==> src/rtl/mem_stage_if.sv <==
// Shared-bus port of the memory-access stage: request/grant, address strobe,
// word address/data and ready.
interface mem_stage_if;
    localparam int unsigned ADDR_W = 30;
    localparam int unsigned DATA_W = 32;

    logic              bus_req;
    logic              bus_grnt;
    logic              bus_as;
    logic              bus_rw;
    logic [ADDR_W-1:0] bus_addr;
    logic [DATA_W-1:0] bus_wr_data;
    logic [DATA_W-1:0] bus_rd_data;
    logic              bus_rdy;

    modport master (
        output bus_req, bus_as, bus_rw, bus_addr, bus_wr_data,
        input  bus_grnt, bus_rd_data, bus_rdy
    );

    modport slave (
        input  bus_req, bus_as, bus_rw, bus_addr, bus_wr_data,
        output bus_grnt, bus_rd_data, bus_rdy
    );
endinterface

==> src/rtl/mem_stage.sv <==
// Memory-access pipeline stage: word loads/stores over the shared bus, misalign
// detection, ME/WB register. Optional bus watchdog enabled by `define MEM_TIMEOUT_EN.
module mem_stage #(
    parameter  int unsigned TIMEOUT_CYCLES = 255,
    localparam int unsigned PC_W   = 30,
    localparam int unsigned DATA_W = 32,
    localparam int unsigned OP_W   = 2,
    localparam int unsigned REG_W  = 5,
    localparam int unsigned EXP_W  = 3
) (
    input  logic              clk,
    input  logic              reset,
    input  logic              stall,
    input  logic              flush,
    input  logic [PC_W-1:0]   ex_pc,
    input  logic              ex_en,
    input  logic              ex_br_flag,
    input  logic [OP_W-1:0]   ex_mem_op,
    input  logic [DATA_W-1:0] ex_mem_wr_data,
    input  logic [OP_W-1:0]   ex_ctrl_op,
    input  logic [REG_W-1:0]  ex_dst_addr,
    input  logic              ex_gpr_we_,
    input  logic [EXP_W-1:0]  ex_exp_code,
    input  logic [DATA_W-1:0] ex_out,
    mem_stage_if.master       bus,
    output logic              busy,
    output logic [PC_W-1:0]   mem_pc,
    output logic              mem_en,
    output logic              mem_br_flag,
    output logic [OP_W-1:0]   mem_ctrl_op,
    output logic [REG_W-1:0]  mem_dst_addr,
    output logic              mem_gpr_we_,
    output logic [EXP_W-1:0]  mem_exp_code,
    output logic [DATA_W-1:0] mem_out
);

    localparam logic [OP_W-1:0]  MEM_OP_LDW     = 2'd1;
    localparam logic [OP_W-1:0]  MEM_OP_STW     = 2'd2;
    localparam logic [EXP_W-1:0] EXP_NO_EXP     = 3'd0;
    localparam logic [EXP_W-1:0] EXP_MISS_ALIGN = 3'd4;
    localparam logic [EXP_W-1:0] EXP_BUS_ERR    = 3'd7;

    typedef enum logic [1:0] {
        ST_IDLE   = 2'd0,
        ST_REQ    = 2'd1,
        ST_ACCESS = 2'd2
    } state_t;

    state_t state_q, state_d;
    logic   mem_acc;
    logic   start;
    logic   misalign;
    logic   timeout;
    logic   req_c, as_c, rw_c, busy_c;

    // A memory op only touches the bus when nothing upstream has faulted.
    assign mem_acc  = ex_en && (ex_exp_code == EXP_NO_EXP)
                      && ((ex_mem_op == MEM_OP_LDW) || (ex_mem_op == MEM_OP_STW));
    assign start    = mem_acc && (ex_out[1:0] == 2'b00);
    assign misalign = mem_acc && (ex_out[1:0] != 2'b00);

    // Address and store data come straight from EX/ME, held stable by busy.
    assign bus.bus_addr    = ex_out[DATA_W-1:2];
    assign bus.bus_wr_data = ex_mem_wr_data;
    assign bus.bus_req     = req_c;
    assign bus.bus_as      = as_c;
    assign bus.bus_rw      = rw_c;
    assign busy            = busy_c;

`ifdef MEM_TIMEOUT_EN
    localparam int unsigned CNT_W = ($clog2(TIMEOUT_CYCLES + 1) > 8)
                                    ? $clog2(TIMEOUT_CYCLES + 1) : 8;
    logic [CNT_W-1:0] wdog_q;

    // Held at zero while idle so every access starts counting from zero in REQ.
    always_ff @(posedge clk) begin
        if (reset) begin
            wdog_q <= '0;
        end else if (state_q == ST_IDLE) begin
            wdog_q <= '0;
        end else begin
            wdog_q <= wdog_q + CNT_W'(1);
        end
    end

    // A ready arriving in the final cycle still counts as completion.
    assign timeout = (state_q != ST_IDLE)
                     && (wdog_q == CNT_W'(TIMEOUT_CYCLES - 1))
                     && !((state_q == ST_ACCESS) && bus.bus_rdy);
`else
    // No watchdog: the parameter is only kept so both builds share one interface.
    assign timeout = (TIMEOUT_CYCLES == 0) && 1'b0;
`endif

    always_ff @(posedge clk) begin
        if (reset) begin
            state_q <= ST_IDLE;
        end else begin
            state_q <= state_d;
        end
    end

    always_comb begin
        state_d = state_q;
        req_c   = 1'b0;
        as_c    = 1'b0;
        rw_c    = 1'b0;
        busy_c  = 1'b0;
        unique case (state_q)
            ST_IDLE: begin
                if (start && !flush) begin
                    state_d = ST_REQ;
                    busy_c  = 1'b1;
                end
            end
            ST_REQ: begin
                req_c  = 1'b1;
                busy_c = !timeout;
                if (flush || timeout) begin
                    state_d = ST_IDLE;
                end else if (bus.bus_grnt) begin
                    state_d = ST_ACCESS;
                end
            end
            ST_ACCESS: begin
                // Flush cannot abort a granted access; it lands once ready.
                req_c = 1'b1;
                as_c  = 1'b1;
                rw_c  = (ex_mem_op == MEM_OP_LDW);
                if (bus.bus_rdy || timeout) begin
                    state_d = ST_IDLE;
                end else begin
                    busy_c = 1'b1;
                end
            end
            default: begin
                state_d = ST_IDLE;
            end
        endcase
    end

    // ME/WB register: reset/flush bubble, then bus error, misalign, normal pass.
    always_ff @(posedge clk) begin
        if (reset) begin
            mem_pc       <= '0;
            mem_en       <= 1'b0;
            mem_br_flag  <= 1'b0;
            mem_ctrl_op  <= '0;
            mem_dst_addr <= '0;
            mem_gpr_we_  <= 1'b1;
            mem_exp_code <= EXP_NO_EXP;
            mem_out      <= '0;
        end else if (!stall && !busy_c) begin
            if (flush) begin
                mem_pc       <= '0;
                mem_en       <= 1'b0;
                mem_br_flag  <= 1'b0;
                mem_ctrl_op  <= '0;
                mem_dst_addr <= '0;
                mem_gpr_we_  <= 1'b1;
                mem_exp_code <= EXP_NO_EXP;
                mem_out      <= '0;
            end else if (timeout) begin
                mem_pc       <= ex_pc;
                mem_en       <= ex_en;
                mem_br_flag  <= ex_br_flag;
                mem_ctrl_op  <= '0;
                mem_dst_addr <= ex_dst_addr;
                mem_gpr_we_  <= 1'b1;
                mem_exp_code <= EXP_BUS_ERR;
                mem_out      <= '0;
            end else if (misalign) begin
                mem_pc       <= ex_pc;
                mem_en       <= ex_en;
                mem_br_flag  <= ex_br_flag;
                mem_ctrl_op  <= '0;
                mem_dst_addr <= '0;
                mem_gpr_we_  <= 1'b1;
                mem_exp_code <= EXP_MISS_ALIGN;
                mem_out      <= '0;
            end else begin
                mem_pc       <= ex_pc;
                mem_en       <= ex_en;
                mem_br_flag  <= ex_br_flag;
                mem_ctrl_op  <= ex_ctrl_op;
                mem_dst_addr <= ex_dst_addr;
                mem_gpr_we_  <= ex_gpr_we_;
                mem_exp_code <= ex_exp_code;
                mem_out      <= (ex_mem_op == MEM_OP_LDW) ? bus.bus_rd_data : ex_out;
            end
        end
    end

endmodule
==> src/flat_wrapper.sv <==
// flat-port wrapper written by rule: the top's interface ports become plain ports
module mem_stage_flat 
#(
    parameter  int unsigned TIMEOUT_CYCLES = 255,
    localparam int unsigned PC_W   = 30,
    localparam int unsigned DATA_W = 32,
    localparam int unsigned OP_W   = 2,
    localparam int unsigned REG_W  = 5,
    localparam int unsigned EXP_W  = 3
)
  (clk, reset, stall, flush, ex_pc, ex_en, ex_br_flag, ex_mem_op, ex_mem_wr_data, ex_ctrl_op, ex_dst_addr, ex_gpr_we_, ex_exp_code, ex_out, busy, mem_pc, mem_en, mem_br_flag, mem_ctrl_op, mem_dst_addr, mem_gpr_we_, mem_exp_code, mem_out, bus_bus_req, bus_bus_as, bus_bus_rw, bus_bus_addr, bus_bus_wr_data, bus_bus_grnt, bus_bus_rd_data, bus_bus_rdy);
  mem_stage_if bus_i ();
  input  logic clk;
  input  logic reset;
  input  logic stall;
  input  logic flush;
  input  logic [PC_W-1:0] ex_pc;
  input  logic ex_en;
  input  logic ex_br_flag;
  input  logic [OP_W-1:0] ex_mem_op;
  input  logic [DATA_W-1:0] ex_mem_wr_data;
  input  logic [OP_W-1:0] ex_ctrl_op;
  input  logic [REG_W-1:0] ex_dst_addr;
  input  logic ex_gpr_we_;
  input  logic [EXP_W-1:0] ex_exp_code;
  input  logic [DATA_W-1:0] ex_out;
  output logic busy;
  output logic [PC_W-1:0] mem_pc;
  output logic mem_en;
  output logic mem_br_flag;
  output logic [OP_W-1:0] mem_ctrl_op;
  output logic [REG_W-1:0] mem_dst_addr;
  output logic mem_gpr_we_;
  output logic [EXP_W-1:0] mem_exp_code;
  output logic [DATA_W-1:0] mem_out;
  output wire logic [$bits(bus_i.bus_req)-1:0] bus_bus_req;
  output wire logic [$bits(bus_i.bus_as)-1:0] bus_bus_as;
  output wire logic [$bits(bus_i.bus_rw)-1:0] bus_bus_rw;
  output wire logic [$bits(bus_i.bus_addr)-1:0] bus_bus_addr;
  output wire logic [$bits(bus_i.bus_wr_data)-1:0] bus_bus_wr_data;
  input wire logic [$bits(bus_i.bus_grnt)-1:0] bus_bus_grnt;
  input wire logic [$bits(bus_i.bus_rd_data)-1:0] bus_bus_rd_data;
  input wire logic [$bits(bus_i.bus_rdy)-1:0] bus_bus_rdy;
  assign bus_bus_req = bus_i.bus_req;
  assign bus_bus_as = bus_i.bus_as;
  assign bus_bus_rw = bus_i.bus_rw;
  assign bus_bus_addr = bus_i.bus_addr;
  assign bus_bus_wr_data = bus_i.bus_wr_data;
  assign bus_i.bus_grnt = bus_bus_grnt;
  assign bus_i.bus_rd_data = bus_bus_rd_data;
  assign bus_i.bus_rdy = bus_bus_rdy;
  mem_stage #(.TIMEOUT_CYCLES(TIMEOUT_CYCLES)) u_core (.clk(clk), .reset(reset), .stall(stall), .flush(flush), .ex_pc(ex_pc), .ex_en(ex_en), .ex_br_flag(ex_br_flag), .ex_mem_op(ex_mem_op), .ex_mem_wr_data(ex_mem_wr_data), .ex_ctrl_op(ex_ctrl_op), .ex_dst_addr(ex_dst_addr), .ex_gpr_we_(ex_gpr_we_), .ex_exp_code(ex_exp_code), .ex_out(ex_out), .bus(bus_i), .busy(busy), .mem_pc(mem_pc), .mem_en(mem_en), .mem_br_flag(mem_br_flag), .mem_ctrl_op(mem_ctrl_op), .mem_dst_addr(mem_dst_addr), .mem_gpr_we_(mem_gpr_we_), .mem_exp_code(mem_exp_code), .mem_out(mem_out));
endmodule
==> config.mk <==
export PLATFORM = sky130hd
export DESIGN_NAME = mem_stage_flat
export DESIGN_NICKNAME = d
export VERILOG_FILES = /design/src/rtl/mem_stage_if.sv /design/src/rtl/mem_stage.sv /design/src/flat_wrapper.sv
export SDC_FILE = /design/constraint.sdc
export NUM_CORES = 1
export LEC_CHECK = 0
export ABC_CLOCK_PERIOD_IN_PS = 2390
export CAP_MARGIN = 25
export CELL_PAD_IN_SITES_DETAIL_PLACEMENT = 1
export CELL_PAD_IN_SITES_GLOBAL_PLACEMENT = 1
export CORE_UTILIZATION = 26
export CTS_CLUSTER_SIZE = 30
export DETAILED_ROUTE_END_ITERATION = 7
export GPL_TIMING_DRIVEN = 0
export PLACE_DENSITY = 0.91
export SYNTH_ARGS = -nofsm -noshare
export SYNTH_HDL_FRONTEND = slang
export SYNTH_SLANG_ARGS = --single-unit
==> constraint.sdc <==
create_clock -name clk -period 2.39 [get_ports clk]
set_input_delay 0.3585 -clock clk [delete_from_list [all_inputs] [get_ports clk]]
set_output_delay 0.3585 -clock clk [all_outputs]
set_load 0.05 [all_outputs]
== After elaboration in Yosys (flattened, before gate mapping) ==
Cells that the tools add are included.

* Equal/unequal tests: 7
* Multiplexer cells: 25
* Reductions and logical operators: 16

{| class="wikitable"
|+ Operators by type and width
! operator !! count
|-
| 32-bit 2-to-1 mux || 3
|-
| 30-bit 2-to-1 mux || 1
|-
| 2-bit 2-to-1 mux || 6
|-
| 5-bit 2-to-1 mux || 2
|-
| 1-bit 2-to-1 mux || 9
|-
| 1-bit logical AND || 6
|-
| 3-bit 2-to-1 mux || 2
|-
| 2-bit one-hot mux with 3 select lines || 1
|-
| 2-bit by 1-bit equality test with 1-bit output (second input constant) || 2
|-
| 2-bit equality test (second input constant) || 2
|-
| 2-bit logical NOT || 2
|-
| 1-bit logical NOT || 3
|-
| 3-bit logical NOT || 1
|-
| 3-bit inequality test (second input constant) || 1
|-
| 1-bit one-hot mux with 3 select lines || 1
|-
| 3-bit AND reduction || 1
|-
| 2-bit by 1-bit inequality test with 1-bit output (second input constant) || 1
|-
| 2-bit inequality test (second input constant) || 1
|-
| 2-bit nonzero test || 1
|-
| 2-bit OR reduction || 1
|-
| 1-bit logical OR || 1
|}

* Register bits: 77
* Input port bits: 147
* Output and inout bits: 141
* Logic and storage cells: 57

== Logic depth before layout (Yosys ltp) ==
* Word-level depth: 9
* Depth in mapped cells: 8

== Worst setup path after synthesis ==
OpenSTA, ideal clock, no wires.

* Path type: register to output
* From: reg u_core.state_q[0]
* To: out busy
* Arrival time: 1.911 ns
* Slack: 0.121 ns
* Cell stages (with the launch flop): 6
* Buffers on the path: 0
* Cells stage by stage: dfxtp_1 inv_1 ha_1 nor2b_1 a311oi_2 nor2_1

* Longest elaborated chain between the ends: 2
* Elaborated cells on any way between the ends: 4

{| class="wikitable"
|+ RTL lines
! element !! RTL line !! text
|-
| start, declared || mem_stage.sv:49 || <nowiki>state_t state_q, state_d;</nowiki>
|-
| start signal, assigned || mem_stage.sv:99 || <nowiki>state_q <= state_d;</nowiki>
|-
| 2-bit equality test (tied with other cells) || mem_stage.sv:109 || <nowiki>unique case (state_q)</nowiki>
|-
| 1-bit one-hot mux with 3 select lines * || mem_stage.sv:109 ||
|-
| end, declared || flat_wrapper.sv:27 || <nowiki>output logic busy;</nowiki>
|}

Mark *: on every way between the ends. The rest lies on a longest branch, timed or not.

== Worst setup path after layout ==
Ends and elaborated chain as after synthesis.

==> run metrics <==
Post-Route Skew 0.00634 ns; max-slew violations 0; die width 134 um; GPL Wtd Cong 0.743; Post-Syn Instances 459; Mapped Nets 611; Reg area 1540 sq um; dpl cells 933; DP HPWL 12.2 mm; Syn Area/Cell 9.82 sq um; # H-tree levels 3; GR Overflow Total 0; final hold violations 0; highest-count cells in the layout ignoring fill and taps clkdlybuf4s50_1, dfxtp_1, nand2b_1; Post-DRT Antenna Nets 0; first-pass GRT wire length 23.9 mm; Worst path max stage delay 0.39 ns; Setup WS post-layout 0.146 ns; post-synthesis cell area 4510 sq um; CTS root buf clkbuf_16; clock slew at reported path FFs 0.06 ns; PwrDens 677 nW/um^2; CTS buffer count 9; Bufs and invs on worst path 2; Filler cells 1,903; Via Count 4,152; fin cells 949; slowest cell on the critical path a311oi_2; CTS tree done; die area 17,900 sq um; vias per inst 4.38; crit end category primary output; synthesis-stage register bit count 77; Worst-Margin Slew 0.579 ns; final hold slack 0.475 ns; post-DR wirelength/cell 16.0 um; pre-CTS setup slack -0.967 ns; Setup-failing EPs final 0; Area Overhead vs Synth 70.7%; top cell type's share of synthesized area 0.342; count of input and output buffers 254; ranking of synthesized cells by area dfxtp_1, mux2i_1, buf_4, nand2b_1, mux2_2; Min-Delay Path Class reg2reg; Netlist cell types 31; # clock sinks 77; Leak 3.08 nW; Initial Util 0.269; post-synthesis cell type with the largest combined area dfxtp_1; worst IR drop on VDD 0.374 mV; commonest non-fill, non-tap cell in the layout clkdlybuf4s50_1; final wirelength 15.2 mm; min Tclk post-route 2.24 ns; pin count of the biggest net entering global routing 14; DIE HEIGHT 134 um; antenna violations before repair 0; Worst Path Max Fanout 4; DRC Markers 0; # rows 47; synth warn 0; RSZ-0062 raised after global routing no; max cap viols 0; # nets final 876; Clock Latency Late Sink 0.33 ns; post-synthesis sequential area ratio 0.342; fmax 446 MHz; setup TNS 0 ns; clock buffer depth 2; CP cell instances inv_1 -> ha_1 -> nor2b_1 -> a311oi_2 -> nor2_2 -> buf_6; core area 16,800 sq um; vias in the first global route 4,597; n_diodes 0; Slew HR 0.614; # IOs 288; worst path required time 2.03 ns; DRT Pass-1 Iters 5; status finished clean; GRT Overall Usage 0.173; share of layout cells above drive strength 1 0.225; Worst EP arrival 1.89 ns; DRT iter0 DRCs 96; crit share post-route 0.939; multi-input combinational cell area 2300 sq um; critical path launch point type register; crit-path leading delay family compound AO/OA/AOI/OAI gates; CP Class reg2out
## layout make-up
| cell class | count | area share |
|---|---|---|
| inverter | 4 | 0.00195 |
| timing repair buffer | 255 | 0.331 |
| buffer | 93 | 0.0899 |
| sequential | 77 | 0.200 |
| tap | 220 | 0.0358 |
| clock inverter | 6 | 0.0112 |
| multi-input combinational | 284 | 0.298 |
| clock buffer | 10 | 0.0311 |
## kinds of logic (layout without fill, tap and decap cells)
kind of cell	count (synthesis)	in the layout	synth area share
AOI/OAI and AO/OA	9	9	0.0178
muxes	107	107	0.246
buffers and inverters	98	368	0.157
DFF	77	77	0.342
adders and majority gates	5	5	0.0139
and+or+nand+nor	163	163	0.223
## report_power, final
group	internal (W)	leakage [nW]	switching [W]	total [W]
Sequential	0.00141	0.628	0.0000673	0.00147
Combinational	0.000987	2.30	0.00125	0.00224
Clock	0.000941	0.158	0.000557	0.00150
## Yosys cell counts
cell type	count
a221oi_1	1
a21oi_1	1
mux2_2	32
o31a_1	1
nand2b_1	76
dfxtp_1	77
or3b_1	1
nand2_1	39
nor2_1	6
buf_12	5
nor2b_1	2
ha_1	5
mux2i_1	75
buf_6	1
buf_4	64
o21ai_0	2
inv_1	4
nand3b_1	1
and2_1	1
nor4b_2	1
a311oi_2	1
o21bai_4	1
clkbuf_1	22
buf_8	1
nor4_1	1
o41ai_1	1
or3b_2	33
buf_2	1
nor3_1	1
o21ai_1	1
or4b_1	1
## worst min-delay path, delay by kind of cell (launching register included)
family / cells / cell delay [ns]
simple gates: 1 / 0.06
flops: 1 / 0.31
mux: 1 / 0.06
## final timing paths
path | cells after the start | end | startpoint | slack [ns]
worst min register to register | 2 | u_core.mem_out[4] | u_core.mem_out[4] | 0.47
worst max register to register | 8 | u_core.mem_pc[22] | u_core.state_q[0] | 0.44
worst min-delay path | 2 | u_core.mem_out[4] | u_core.mem_out[4] | 0.47
worst max-delay path | 6 | busy | u_core.state_q[0] | 0.15
## layer usage
layer / up-vias / GRT usage / share of wire
li1: 1994 / - / -
met1: 1956 / 0.188 / 0.39
met2: 183 / 0.315 / 0.51
met3: 19 / 0.0506 / 0.075
met4: 0 / 0.0619 / 0.019
met5: - / 0 / 0
## registers in the layout, indices dropped and copies added, names as in the netlist
register and flops:
u_core.mem_en 1, u_core.mem_dst_addr 5, u_core.mem_exp_code 3, u_core.mem_out 32
u_core.mem_br_flag 1, u_core.mem_pc 30, u_core.mem_ctrl_op 2, u_core.mem_gpr_we_ 1
u_core.state_q 2
## through the flow
step	utilization	cell area, sq um	total power, W
floorplan	-	4510	0.00301
global placement	0.437	7330	0.00372
detailed placement	0.437	7330	0.00374
CTS	0.459	7690	0.00529
global route	0.459	7700	0.00545
finish	0.459	7700	0.00521
## timing repair
item	in CTS	in global routing
pin swaps	4	0
buffers inserted	1	0
hold buffers	0	0
resized for setup	18	1
endpoints found under the setup margin	9	1
gates cloned	0	0
(Power assumes the default switching activity.)
